===== src/rtl/top_ground_bank_seq.sv =====
// ---------------------------------------------------------------------------
// top_ground_bank_seq
//   Sequences the connection of a bank of ground-pad channels. On a connect
//   request the channels are switched on one at a time, lowest index first,
//   one step every STEP_CYC clocks. On release they are switched off in
//   reverse order. Each channel has a synchronised, debounced fault input.
//   A confirmed fault sets a sticky status flag and forces that channel off.
//
// Ports
//   CLK         clock; all state updates on its rising edge
//   RST_N       asynchronous active-low reset
//   EN_REQ      level request: 1 = connect the bank, 0 = disconnect it
//   CH_MASK     per-channel enable, captured when a ramp-up starts
//   FAULT_IN    asynchronous per-channel short/overcurrent indication
//   FAULT_CLR   clears the sticky fault flags (honoured in IDLE only)
//   G_CONN      registered per-channel ground-connect enable
//   EN_ACK      high while the bank is fully on
//   BUSY        high while ramping up or down
//   FAULT_STAT  sticky per-channel fault flags
//   STATE       0 = IDLE, 1 = RAMP_UP, 2 = ON, 3 = RAMP_DOWN
// ---------------------------------------------------------------------------
module top_ground_bank_seq #(
    parameter int NCH      = 4,
    parameter int STEP_CYC = 8,
    parameter int DBNC     = 4
) (
    input  logic           CLK,
    input  logic           RST_N,
    input  logic           EN_REQ,
    input  logic [NCH-1:0] CH_MASK,
    input  logic [NCH-1:0] FAULT_IN,
    input  logic           FAULT_CLR,
    output logic [NCH-1:0] G_CONN,
    output logic           EN_ACK,
    output logic           BUSY,
    output logic [NCH-1:0] FAULT_STAT,
    output logic [1:0]     STATE
);

    localparam int CW = (STEP_CYC > 1) ? $clog2(STEP_CYC) : 1;
    localparam int IW = (NCH > 1) ? $clog2(NCH) : 1;
    localparam int DW = $clog2(DBNC + 1);

    localparam logic [1:0] S_IDLE      = 2'd0;
    localparam logic [1:0] S_RAMP_UP   = 2'd1;
    localparam logic [1:0] S_ON        = 2'd2;
    localparam logic [1:0] S_RAMP_DOWN = 2'd3;

    localparam logic [CW-1:0] CNT_LAST = CW'(STEP_CYC - 1);
    localparam logic [IW-1:0] IDX_LAST = IW'(NCH - 1);
    localparam logic [DW-1:0] DBNC_MAX = DW'(DBNC);

    logic [1:0]     state_q, state_d;
    logic [CW-1:0]  cnt_q, cnt_d;
    logic [IW-1:0]  idx_q, idx_d;
    logic [NCH-1:0] mask_q, mask_d;
    logic [NCH-1:0] gconn_q, gconn_d;
    logic [NCH-1:0] fstat_q, fstat_d;
    logic [NCH-1:0] sync1_q, sync2_q;
    logic [DW-1:0]  dbnc_q [NCH];
    logic [DW-1:0]  dbnc_d [NCH];
    logic           clr_ok;

    // State register
    always_ff @(posedge CLK or negedge RST_N) begin
        if (!RST_N) begin
            state_q <= S_IDLE;
            cnt_q   <= '0;
            idx_q   <= '0;
            mask_q  <= '0;
            gconn_q <= '0;
            fstat_q <= '0;
            sync1_q <= '0;
            sync2_q <= '0;
            for (int i = 0; i < NCH; i++) begin
                dbnc_q[i] <= '0;
            end
        end else begin
            state_q <= state_d;
            cnt_q   <= cnt_d;
            idx_q   <= idx_d;
            mask_q  <= mask_d;
            gconn_q <= gconn_d;
            fstat_q <= fstat_d;
            sync1_q <= FAULT_IN;
            sync2_q <= sync1_q;
            for (int i = 0; i < NCH; i++) begin
                dbnc_q[i] <= dbnc_d[i];
            end
        end
    end

    // Fault debounce. A clear keeps the flag of any channel whose synchronised
    // input is still high, so a persisting fault never appears to go away.
    always_comb begin
        clr_ok  = FAULT_CLR && (state_q == S_IDLE);
        fstat_d = clr_ok ? (fstat_q & sync2_q) : fstat_q;
        for (int i = 0; i < NCH; i++) begin
            dbnc_d[i] = dbnc_q[i];
            if (!sync2_q[i] || clr_ok) begin
                dbnc_d[i] = '0;
            end else if (dbnc_q[i] != DBNC_MAX) begin
                dbnc_d[i] = dbnc_q[i] + 1'b1;
            end
            if (dbnc_d[i] == DBNC_MAX) begin
                fstat_d[i] = 1'b1;
            end
        end
    end

    // Next-state logic for the sequencer
    always_comb begin
        state_d = state_q;
        cnt_d   = cnt_q;
        idx_d   = idx_q;
        mask_d  = mask_q;
        gconn_d = gconn_q;
        case (state_q)
            S_IDLE: begin
                gconn_d = '0;
                if (EN_REQ) begin
                    state_d = S_RAMP_UP;
                    mask_d  = CH_MASK;
                    idx_d   = '0;
                    cnt_d   = '0;
                end
            end
            S_RAMP_UP: begin
                if (!EN_REQ) begin
                    // Abort: unwind from the last channel actually stepped.
                    cnt_d = '0;
                    if (idx_q == '0) begin
                        state_d = S_IDLE;
                    end else begin
                        state_d = S_RAMP_DOWN;
                        idx_d   = idx_q - 1'b1;
                    end
                end else if (cnt_q == CNT_LAST) begin
                    gconn_d[idx_q] = mask_q[idx_q] & ~fstat_q[idx_q];
                    cnt_d          = '0;
                    if (idx_q == IDX_LAST) begin
                        state_d = S_ON;
                    end else begin
                        idx_d = idx_q + 1'b1;
                    end
                end else begin
                    cnt_d = cnt_q + 1'b1;
                end
            end
            S_ON: begin
                if (!EN_REQ) begin
                    state_d = S_RAMP_DOWN;
                    idx_d   = IDX_LAST;
                    cnt_d   = '0;
                end
            end
            default: begin
                if (cnt_q == CNT_LAST) begin
                    gconn_d[idx_q] = 1'b0;
                    cnt_d          = '0;
                    if (idx_q == '0) begin
                        state_d = S_IDLE;
                    end else begin
                        idx_d = idx_q - 1'b1;
                    end
                end else begin
                    cnt_d = cnt_q + 1'b1;
                end
            end
        endcase
        // A fault confirmed on this edge beats a connect step on the same channel.
        gconn_d = gconn_d & ~fstat_d;
    end

    // Outputs decode straight from registers so reset reaches them at once.
    always_comb begin
        G_CONN     = gconn_q;
        FAULT_STAT = fstat_q;
        STATE      = state_q;
        EN_ACK     = (state_q == S_ON);
        BUSY       = (state_q == S_RAMP_UP) || (state_q == S_RAMP_DOWN);
    end

endmodule

===== config.mk =====
export PLATFORM = sky130hd
export DESIGN_NAME = top_ground_bank_seq
export DESIGN_NICKNAME = d
export VERILOG_FILES = /design/src/rtl/top_ground_bank_seq.sv
export SDC_FILE = /design/constraint.sdc
export NUM_CORES = 1
export LEC_CHECK = 0
export CAP_MARGIN = 20
export CORE_ASPECT_RATIO = 0.7
export CORE_MARGIN = 4
export CORE_UTILIZATION = 50
export DETAILED_ROUTE_END_ITERATION = 8
export PLACE_DENSITY = 0.82
export SKIP_CTS_REPAIR_TIMING = 1
export SYNTH_ARGS = -nofsm -noshare
export SYNTH_HDL_FRONTEND = slang
export SYNTH_SLANG_ARGS = --single-unit

===== constraint.sdc =====
create_clock -name CLK -period 1.5 [get_ports CLK]
set_clock_uncertainty 0.05 [all_clocks]
set_input_delay 0.3 -clock CLK [delete_from_list [all_inputs] [get_ports CLK]]
set_output_delay 0.3 -clock CLK [all_outputs]
set_load 0.01 [all_outputs]

; After elaboration in Yosys (flattened, before gate mapping)
; Cells that the tools add are included.
[totals]
ff_bits = 39
input_bits = 12
output_inout_bits = 12
[classes]
add_sub_neg = 7
n_eq_ne = 18
n_mux = 45
bitwise = 7
n_reduce_logical = 19
order_cmp = 2
[op_table]
columns = op, n
row1 = $mux 3, 12
row2 = $mux 2, 14
row3 = $ne 3x3->1 const B, 7
row4 = $mux 4, 4
row5 = $add 3x1->3 const B, 5
row6 = $eq 3x3->1 const B, 5
row7 = $and 4x4->4, 3
row8 = $pmux 2 s3, 2
row9 = $pmux 4 s3, 1
row10 = $pmux 3 s3, 1
row11 = $not 4->4, 2
row12 = $reduce_bool 4->1, 2
row13 = $mux 1, 7
row14 = $eq 2x2->1 const B, 3
row15 = $reduce_and 6->1, 1
row16 = $logic_or 1x1->1, 5
row17 = $reduce_and 5->1, 1
row18 = $bmux 1 s2, 2
row19 = $bwmux 4, 1
row20 = $logic_not 1->1, 4
row21 = $logic_not 2->1, 2
row22 = $ne 2x2->1 const B, 2
row23 = $reduce_and 2->1, 2
row24 = $lt 2x3->1 const B, 1
row25 = 8 further kinds, 9

; Depth between registers and ports, before layout
; Gate-level depths: netlist (run 1).
[logic_depth]
ltp_word = 9
depth_mapped = 7
ltp_nobuf = 6

; Least setup slack after synthesis (run 1)
; No wires, ideal clock.
[synth_path]
path_kind = flip-flop to flip-flop
startpoint = register cnt_q[0]
endpoint = register idx_q[0]
required_ps = 1371
arrival_time_ps = 1439
setup_slack_ps = -69
setup_time_ps = 79
period_less_slack_ps = 1569
stages_incl_launch_ff = 7
cell_sequence = dfrtp_1 > ha_1 > ha_1 > clkbuf_1 > o21ai_0 > a31oi_1 > mux2i_1
[synth_between]
elab_chain_cells = 3
word_cells_on_any_way = 4
[synth_rtl]
columns = element, line_no
row1 = "start, declared", 54  ; logic [CW-1:0] cnt_q, cnt_d;
row2 = "start signal, assigned", 80  ; cnt_q <= cnt_d;
row3 = $eq 3x3->1 (*), "138, 158"
row4 = $ne 3x3->1 (no source line) / $reduce_bool 4->1 (equally long branches), -
row5 = $reduce_and 5->1 (no source line) (*), -
row6 = "end signal, assigned", 81  ; idx_q <= idx_d;
row7 = "end, declared", 55  ; logic [IW-1:0] idx_q, idx_d;
; Every way passes the cells marked *; elsewhere a longest branch is shown, timed or not.
; A chain may end at the register's enable or synchronous reset.

; Worst setup path in the final report (run 1)
[layout_path]
startpoint = register state_q[1], in the netlist STATE[1]
endpoint = register mask_q[0]
[layout_between]
elab_chain_cells = 2
[layout_rtl]
columns = element, line_no
row1 = "start, declared", 53  ; logic [1:0] state_q, state_d;
row2 = "start signal, assigned", 79  ; state_q <= state_d;
row3 = $logic_not 2->1, 118  ; case (state_q)
row4 = $reduce_and 2->1 (no source line), -
row5 = "end signal, assigned", 82  ; mask_q <= mask_d;
row6 = "end, declared", 56  ; logic [NCH-1:0] mask_q, mask_d;
; No other way between the ends.

==> results of run 1 <==
## cells by family (layout without fill, tap and decap cells)
family	after synthesis	in the layout	synth area share, %
multiplexers	10	10	5.81
AND/OR/NAND/NOR	69	69	17.2
flip-flops	39	39	48.2
adder cells (fa/ha/maj)	15	15	9.26
buffers and inverters	21	90	4.39
AO/OA/AOI/OAI	39	39	13.0
XOR/XNOR	5	5	2.16
## per-stage QoR
stage               instances  util [%]  hold slack [ns]  power (mW)  setup TNS [ns]
CTS                       309      67.5          -0.0906        4.38           -2.41
global route              319      75.4            0.320        5.25           -4.04
detailed placement        301      65.1            0.236        3.64           -6.81
finish                    319      75.4            0.308        4.94           -3.14
global placement          301      65.1            0.230        3.56           -6.37
floorplan                 198         -          -0.0456        2.70               0
## synthesized netlist by cell type
library cell	number	share of area (%)
o21ai_0	11	2.7
and2_1	1	0.31
nand4b_1	2	0.86
nand3_1	6	1.5
o31ai_1	1	0.37
ha_1	15	9.3
o22ai_1	3	0.93
nand2_1	21	3.9
nand2_2	2	0.62
o21ai_2	2	0.86
or3b_1	1	0.43
o2111ai_1	1	0.43
mux4_2	1	1.1
nor3_2	2	0.99
dfrtp_1	39	48
o21ai_1	1	0.25
a31oi_1	5	1.5
or2_2	1	0.31
mux2i_1	5	2.5
buf_2	2	0.49
nor2b_1	8	2.5
o41ai_2	3	2.4
nor2_1	14	2.6
nand3b_1	1	0.37
clkbuf_1	4	0.74
and3_1	6	1.9
nor3_1	3	0.74
inv_1	14	2.6
a21oi_1	9	2.2
xnor2_1	5	2.2
o41ai_1	1	0.43
a22o_1	1	0.43
mux2_2	4	2.2
nand2b_1	1	0.31
buf_6	1	0.56
a211oi_1	1	0.37
## critical path: cells and delay by family (launching register included)
kind | cells | cell delay [ns]
and+or+nand+nor | 2 | 0.29
muxes | 1 | 0.33
buffers and inverters | 5 | 0.63
DFF | 1 | 0.41
## area by class of cell
cell class / instances / area (um2) / share of cell area, %
inverter: 14 / 52.6 / 1.78
timing repair buffer: 68 / 641 / 21.7
clock buffer: 5 / 68.8 / 2.33
clock inverter: 3 / 23.8 / 0.804
tap: 52 / 65.1 / 2.20
sequential: 39 / 976 / 33.0
multi-input combinational: 138 / 1130 / 38.2
## power breakdown
part | internal (mW) | leakage, nW | switching (mW)
clock | 0.332 | 0.0408 | 0.407
combinational | 1.40 | 0.972 | 1.24
sequential | 1.33 | 0.485 | 0.221
total | 3.07 | 1.50 | 1.87
## flip-flops by register name, indices dropped and copies added, names as in the netlist, 3 cells and up
register,cells
dbnc_q,12
FAULT_STAT,4
cnt_q,3
mask_q,4
G_CONN,4
sync2_q,4
sync1_q,4
## routing by layer
| layer | part of all wire (%) | vias up | global-route usage [%] |
|---|---|---|---|
| met5 | 0 | - | 0 |
| met4 | 2.1 | 0 | 5.96 |
| met3 | 5.7 | 12 | 5.08 |
| met2 | 50 | 58 | 27.4 |
| met1 | 42 | 837 | 23.2 |
| li1 | - | 817 | - |
## path summary, 6_finish.rpt
kind	endpoint	cells past startpoint	from	slack (ns)
worst max-delay path	mask_q[0]$_DFFE_PN0P_	8	STATE[1]$_DFFE_PN0P_	-0.33
worst min-delay path	sync2_q[2]$_DFF_PN0_	0	sync1_q[2]$_DFF_PN0_	0.31
worst max register to register	mask_q[0]$_DFFE_PN0P_	8	STATE[1]$_DFFE_PN0P_	-0.33
worst min register to register	sync2_q[2]$_DFF_PN0_	0	sync1_q[2]$_DFF_PN0_	0.31
max in group asynchronous	dbnc_q[4]$_DFF_PN0_	3	RST_N	0.76
min in group asynchronous	cnt_q[1]$_DFFE_PN0P_	3	RST_N	0.43
==> flow_summary.json, run 1 <==
{
  "place_ws_ns": -0.363,
  "grt_antenna_before_repair": 0,
  "fin_crit_ns": 1.83,
  "ys_ff_latch": 39,
  "path_class": "register to register",
  "cts.clk_slew.worst_paths_ns": 0.09,
  "final_cell_mix": "39 x dfrtp_1, 35 x buf_4, 19 x nand2_1",
  "wl_um": 5240,
  "final_cell_area_um2": 2960,
  "grt_max_degree": 40,
  "tightest_slew_ns": 0.403,
  "power.leakage_nw": 1.50,
  "drv_slew": 0,
  "cts_root_buffer": "clkbuf_8",
  "drive_gt1_share_pct": 35.6,
  "die_h_um": 61.3,
  "grt_pass1_wl_um": 6820,
  "postRouteAntennaNets": 0,
  "crit_arrival_ns": 1.96,
  "vias": 1724,
  "yosysSeqAreaShare_pct": 48.2,
  "cpPeakStageDelay_ns": 0.41,
  "synth_area_um2": 2030,
  "wl_per_cell_um": 16.4,
  "antennaDiodeCount": 0,
  "postPlaceCellArea_um2": 2550,
  "gp_congestion": 0.805,
  "finalCritPeriodShare_pct": 122,
  "cts_max_level": 2,
  "rsz0062_at_grt": "yes",
  "crit_top_cell": "buf_6",
  "grt.total_usage_pct": 17.3,
  "gr-total-overflow": 0,
  "end_kind": "register",
  "portBuffers": 23,
  "numCtsBuffers": 5,
  "drt_iter0_drc": 115,
  "drc": 0,
  "setup_slack_ns": -0.327,
  "start_util_pct": 51.6,
  "layout.cells.most_common": "dfrtp_1",
  "place_hpwl_um": 3190,
  "power_density_nw_per_um2": 1670,
  "cts_tree": "done",
  "cp-start-kind": "register",
  "violations": "negative setup slack",
  "critical_path_required_ns": 1.64,
  "status": "finished with violations",
  "cts.sinks": 39,
  "max_slew_margin_pct": 72.8,
  "syn_nets": 225,
  "io_pins": 24,
  "clock_path_buffers": 2,
  "clk_latency_ns": 0.30,
  "dr.pass1.iters": 4,
  "setup_violations": 18,
  "die_w_um": 84.1,
  "nFillCells": 246,
  "synth_warnings": 0,
  "hold_path.class": "register to register",
  "slowest_stage": "dfrtp_1",
  "avgSynthCellArea_um2": 10.2,
  "coreArea_um2": 3920,
  "hold_viol": 0,
  "avgViaCountPerCell": 5.40,
  "syn_inst": 198,
  "crit_fanout": 7,
  "area_delta_synth_final_pct": 46.0,
  "row_count": 19,
  "synth.distinct_cells": 36,
  "die-area_um2": 5150,
  "vdd_drop_max_v": 0.00110,
  "max_freq_mhz": 547,
  "crit_chain": "buf_6, buf_6, buf_6, buf_8, nand2b_4, nor2_1, buf_4, mux2_2",
  "fin_nets": 293,
  "grt_pass1_vias": 1536,
  "cap_violations": 0
}
Power figures use the tool's default switching activity.
==> run 2: changes to the inputs <==
--- a/config.mk
+++ b/config.mk
@@ -11,6 +11,7 @@
 export CORE_UTILIZATION = 50
 export DETAILED_ROUTE_END_ITERATION = 8
 export PLACE_DENSITY = 0.82
+export SETUP_SLACK_MARGIN = 0.2
 export SKIP_CTS_REPAIR_TIMING = 1
 export SYNTH_ARGS = -nofsm -noshare
 export SYNTH_HDL_FRONTEND = slang
==> run 2 against run 1 <==
The flow still finishes with violations (negative setup slack). Final cell count down 1.6%. Non-clock buffer count decreased by 5. Fmax increased by 12%. Design area up 4.0%. Wire length increased by 8.4%. Register-to-register slack improved by 0.19 ns. Utilization is 3.0 points higher. Largest power group unchanged. Global-route usage shrank 0.37 points.
==> flow_summary.json, run 2 (same netlist as run 1, synthesis figures left out) <==
{
  "status": "finished with violations",
  "violations": "negative setup slack",
  "clock_path_buffers": 2,
  "seq_power_share_pct": 32.1,
  "grt_max_degree": 40,
  "largest-register": "dbnc_q",
  "drc": 0,
  "multi_input_area_um2": 1260,
  "portBuffers": 23,
  "max_freq_mhz": 611,
  "die_h_um": 61.3,
  "cp-start-kind": "register",
  "power_density_nw_per_um2": 1660,
  "gr-total-overflow": 0,
  "avgViaCountPerCell": 5.60,
  "cap_violations": 0,
  "final_cell_mix": "35 x dfrtp_1, 26 x buf_4, 16 x nand2_1",
  "totalPowerFinal_mw": 5.11,
  "place_hpwl_um": 3150,
  "path_class": "register to register",
  "nFillCells": 230,
  "cts_root_buffer": "clkbuf_8",
  "coreArea_um2": 3920,
  "area.sequential_um2": 981,
  "min_from": "sync1_q[1]$_DFF_PN0_",
  "antennaDiodeCount": 0,
  "cts.clk_slew.worst_paths_ns": 0.08,
  "grt.total_usage_pct": 16.9,
  "start_util_pct": 51.6,
  "clk_latency_ns": 0.30,
  "die_w_um": 84.1,
  "setup_violations": 7,
  "hold_path.class": "register to register",
  "reg2reg_from": "dbnc_q[0]$_DFF_PN0_",
  "hold_viol": 0,
  "postPlaceCellArea_um2": 2510,
  "die-area_um2": 5150,
  "pwr-share-clk_pct": 13.8,
  "dr.pass1.iters": 4,
  "max_slew_margin_pct": 71.0,
  "place_ws_ns": -0.341,
  "setup_tns_ns": -0.451,
  "power.internal_mw": 3.11,
  "crit_fanout": 4,
  "p_sw_share_pct": 39.1,
  "power.leakage_nw": 1.48,
  "wl_um": 5680,
  "gp_congestion": 0.851,
  "setup_slack_ns": -0.138,
  "combPwrFrac_pct": 54.1,
  "final_cell_area_um2": 3080,
  "row_count": 19,
  "postRouteAntennaNets": 0,
  "fin_nets": 288,
  "r2r_setup_slack_ns": -0.14,
  "wl_per_cell_um": 18.1,
  "critical_path_required_ns": 1.62,
  "tightest_slew_ns": 0.434,
  "cts.sinks": 39,
  "finalCritPeriodShare_pct": 109,
  "area_delta_synth_final_pct": 51.9,
  "critPathLaunch": "dbnc_q[0]$_DFF_PN0_",
  "grt_antenna_before_repair": 0,
  "cts_tree": "done",
  "vias": 1759,
  "grt_pass1_wl_um": 6690,
  "end_kind": "register",
  "drive_gt1_share_pct": 43.9,
  "largest_reg_flops": 12,
  "rsz0062_at_grt": "yes",
  "io_pins": 24,
  "cts_max_level": 2,
  "grt_pass1_vias": 1449,
  "fin_crit_ns": 1.64,
  "drv_slew": 0,
  "drt_iter0_drc": 109,
  "power_switching_mw": 2.00,
  "vdd_drop_max_v": 0.00111,
  "numCtsBuffers": 5,
  "layout.cells.most_common": "dfrtp_1",
  "crit_arrival_ns": 1.76
}
==> run 2: cell types whose count changed in the layout (fill, tap and decap cells not counted), moves of 4 or more <==
| cell | change |
|---|---|
| dfrtp_2 | +4 |
| dfrtp_1 | -4 |
| mux2_4 | +4 |
| and3_1 | -4 |
| inv_1 | -7 |
| mux2_2 | -4 |
| inv_2 | +7 |
| buf_4 | -9 |
| and3_4 | +4 |
==> run 2: layout make-up <==
class                           instances  share of cell area, %
Clock buffer                            5                   2.24
Clock inverter                          3                  0.651
Inverter                               14                   1.71
Multi-Input combinational cell        138                   41.0
Sequential cell                        39                   31.9
Tap cell                               52                   2.11
Timing Repair Buffer                   63                   20.4
==> run 2: power by group through the flow <==
stage / logic, mW / clock network (mW) / registers (mW)
finish: 2.77 / 0.707 / 1.64
global route: 2.96 / 0.761 / 1.68
CTS: 1.93 / 0.709 / 1.61
detailed placement: 1.92 / 0 / 1.63
global placement: 1.86 / 0 / 1.62
floorplan: 1.17 / 0 / 1.61
==> run 2: worst max-delay path, stage by stage (launching register included) <==
cell and delay, ns:
dfrtp_1 0.42, buf_4 0.16, ha_1 0.21, nand2_1 0.08
nor2_1 0.06, o41ai_2 0.42, nor3_2 0.10
==> run 2: layer usage <==
| layer | share of wire, % | vias to the layer above | global-route usage [%] |
|---|---|---|---|
| met5 | 0 | - | 0 |
| met4 | 2.8 | 0 | 5.50 |
| met3 | 6.6 | 16 | 5.08 |
| met2 | 48 | 71 | 26.6 |
| met1 | 43 | 858 | 22.9 |
| li1 | - | 814 | - |
==> run 2: stage by stage <==
| stage | hold slack, ns | util, % | cells |
|---|---|---|---|
| floorplan | -0.0456 | - | 198 |
| global placement | 0.229 | 63.9 | 288 |
| detailed placement | 0.232 | 63.9 | 288 |
| CTS | -0.0827 | 66.2 | 296 |
| global route | 0.324 | 78.4 | 314 |
| finish | 0.309 | 78.4 | 314 |
==> run 2: worst paths after layout <==
kind	end	depth (start not counted)
max in group asynchronous	idx_q[0]$_DFFE_PN0P_	3
min in group asynchronous	dbnc_q[9]$_DFF_PN0_	3
setup reg to reg	G_CONN[3]$_DFF_PN0_	6
setup / recovery	G_CONN[3]$_DFF_PN0_	6
hold reg to reg	sync2_q[1]$_DFF_PN0_	0
hold / removal	sync2_q[1]$_DFF_PN0_	0
==> run 3: changes to the inputs <==
--- a/config.mk
+++ b/config.mk
@@ -6,9 +6,10 @@
 export NUM_CORES = 1
 export LEC_CHECK = 0
 export CAP_MARGIN = 20
+export CELL_PAD_IN_SITES_DETAIL_PLACEMENT = 1
+export CELL_PAD_IN_SITES_GLOBAL_PLACEMENT = 2
 export CORE_ASPECT_RATIO = 0.7
-export CORE_MARGIN = 4
-export CORE_UTILIZATION = 50
+export CORE_UTILIZATION = 32
 export DETAILED_ROUTE_END_ITERATION = 8
 export PLACE_DENSITY = 0.82
 export SETUP_SLACK_MARGIN = 0.2
==> run 3 against run 2 <==
The run still ends with negative setup slack left. Register-to-register slack improved by 0.04 ns. Wire length rose by 7.0%. Fmax increased by 2.6%.
==> flow_summary.json, run 3 (same netlist as run 1, synthesis figures left out) <==
{
  "drt_iter0_drc": 34,
  "drc": 0,
  "layout.cells.most_common": "dfrtp_1",
  "cap_violations": 0,
  "seq_power_share_pct": 29.2,
  "power.leakage_nw": 1.57,
  "largest_reg_flops": 12,
  "status": "finished with violations",
  "whs_ns": 0.303,
  "postPlaceCellArea_um2": 2660,
  "grt_pass1_wl_um": 8250,
  "globalRouteMet2Util_pct": 24.1,
  "grt_max_degree": 40,
  "clock_path_buffers": 2,
  "vdd_drop_max_v": 0.000584,
  "cpPeakStageDelay_ns": 0.54,
  "drv_slew": 0,
  "slowest_stage": "mux4_2",
  "max_freq_mhz": 627,
  "fin_crit_ns": 1.60,
  "drive_gt1_share_pct": 51.6,
  "top_usage_layer": "met2",
  "critical_path_required_ns": 1.63,
  "die_w_um": 97.1,
  "setup_violations": 5,
  "place_hpwl_um": 3840,
  "grt_pass1_vias": 1639,
  "rsz0062_at_grt": "yes",
  "violations": "negative setup slack",
  "die-area_um2": 6660,
  "setup_slack_ns": -0.0957,
  "path_class": "register to register",
  "io_pins": 24,
  "final_cell_count_no_fill": 348,
  "finalCritPeriodShare_pct": 106,
  "p_sw_share_pct": 37.4,
  "wl_per_cell_um": 17.5,
  "power_density_nw_per_um2": 1670,
  "totalPowerFinal_mw": 5.53,
  "final_cell_area_um2": 3320,
  "grt.total_usage_pct": 16.5,
  "gr-total-overflow": 0,
  "gp_congestion": 0.796,
  "row_count": 23,
  "tightest_slew_ns": 0.362,
  "grt_use_met3_pct": 4.84,
  "dp.cells": 324,
  "portBuffers": 23,
  "wl_um": 6080,
  "cts_root_buffer": "clkbuf_8",
  "combPwrFrac_pct": 56.6,
  "crit_fanout": 4,
  "cp-start-kind": "register",
  "dr.pass1.iters": 4,
  "cp_top_family": "multiplexers",
  "fin_nets": 299,
  "clk_latency_ns": 0.30,
  "cts_max_level": 2,
  "grt_antenna_before_repair": 0,
  "die_h_um": 68.6,
  "max_slew_margin_pct": 75.6,
  "power.internal_mw": 3.46,
  "cts_tree": "done",
  "coreArea_um2": 5900,
  "postRouteAntennaNets": 0,
  "power_switching_mw": 2.07,
  "crit_chain": "nor2b_1, mux4_2, a31oi_1, nor3_2",
  "hold_viol": 0,
  "pwr-share-clk_pct": 14.2,
  "post-route-util_pct": 56.3,
  "avgViaCountPerCell": 4.98,
  "grt_use_met1_pct": 23.9,
  "vias": 1734,
  "cts.clk_slew.worst_paths_ns": 0.08,
  "cts.sinks": 39,
  "crit_arrival_ns": 1.73,
  "area_delta_synth_final_pct": 63.9,
  "antennaDiodeCount": 0,
  "cp.buffers_inverters": 0,
  "hold_path.class": "register to register",
  "numCtsBuffers": 5,
  "end_kind": "register",
  "start_util_pct": 34.3,
  "largest-register": "dbnc_q",
  "final_cell_mix": "36 x dfrtp_1, 26 x buf_6, 26 x buf_4"
}
[run 3: final timing paths]
kind	startpoint	endpoint	slack, ns	depth (start not counted)
worst max-delay path	mask_q[0]$_DFFE_PN0P_	G_CONN[3]$_DFF_PN0_	-0.1	4
worst max register to register	mask_q[0]$_DFFE_PN0P_	G_CONN[3]$_DFF_PN0_	-0.1	4
max in group asynchronous	RST_N	idx_q[0]$_DFFE_PN0P_	0.73	3
min in group asynchronous	RST_N	dbnc_q[9]$_DFF_PN0_	0.45	3
worst min register to register	sync1_q[1]$_DFF_PN0_	sync2_q[1]$_DFF_PN0_	0.30	0
worst min-delay path	sync1_q[1]$_DFF_PN0_	sync2_q[1]$_DFF_PN0_	0.30	0
[run 3: layout make-up]
type | instances | area [um2]
Tap cell | 75 | 93.8
Multi-Input combinational cell | 138 | 1330
Clock buffer | 7 | 86.3
Fill cell | 614 | 2580
Timing Repair Buffer | 74 | 773
Inverter | 14 | 52.6
Sequential cell | 39 | 980
Clock inverter | 1 | 8.76
[run 3: power by group through the flow]
stage               combinational (mW)  clock, mW  sequential [mW]
floorplan                         1.17          0             1.61
global placement                  2.14          0             1.59
detailed placement                2.20          0             1.60
CTS                               2.21      0.789             1.58
global route                      3.40      0.846             1.65
finish                            3.13      0.785             1.61
[run 3: stage by stage]
step / setup WS [ns] / TNS [ns]
after detailed placement: -0.363 / -6.29
after global placement: -0.294 / -5.69
after CTS: -0.385 / -2.65
after floorplan: 0.0585 / 0
final: -0.0957 / -0.230
after global routing: -0.177 / -0.696
[run 3: layer usage]
layer | up-vias | share of wire [%]
li1 | 829 | -
met1 | 877 | 50
met2 | 22 | 46
met3 | 6 | 2.8
met4 | 0 | 0.76
met5 | - | 0
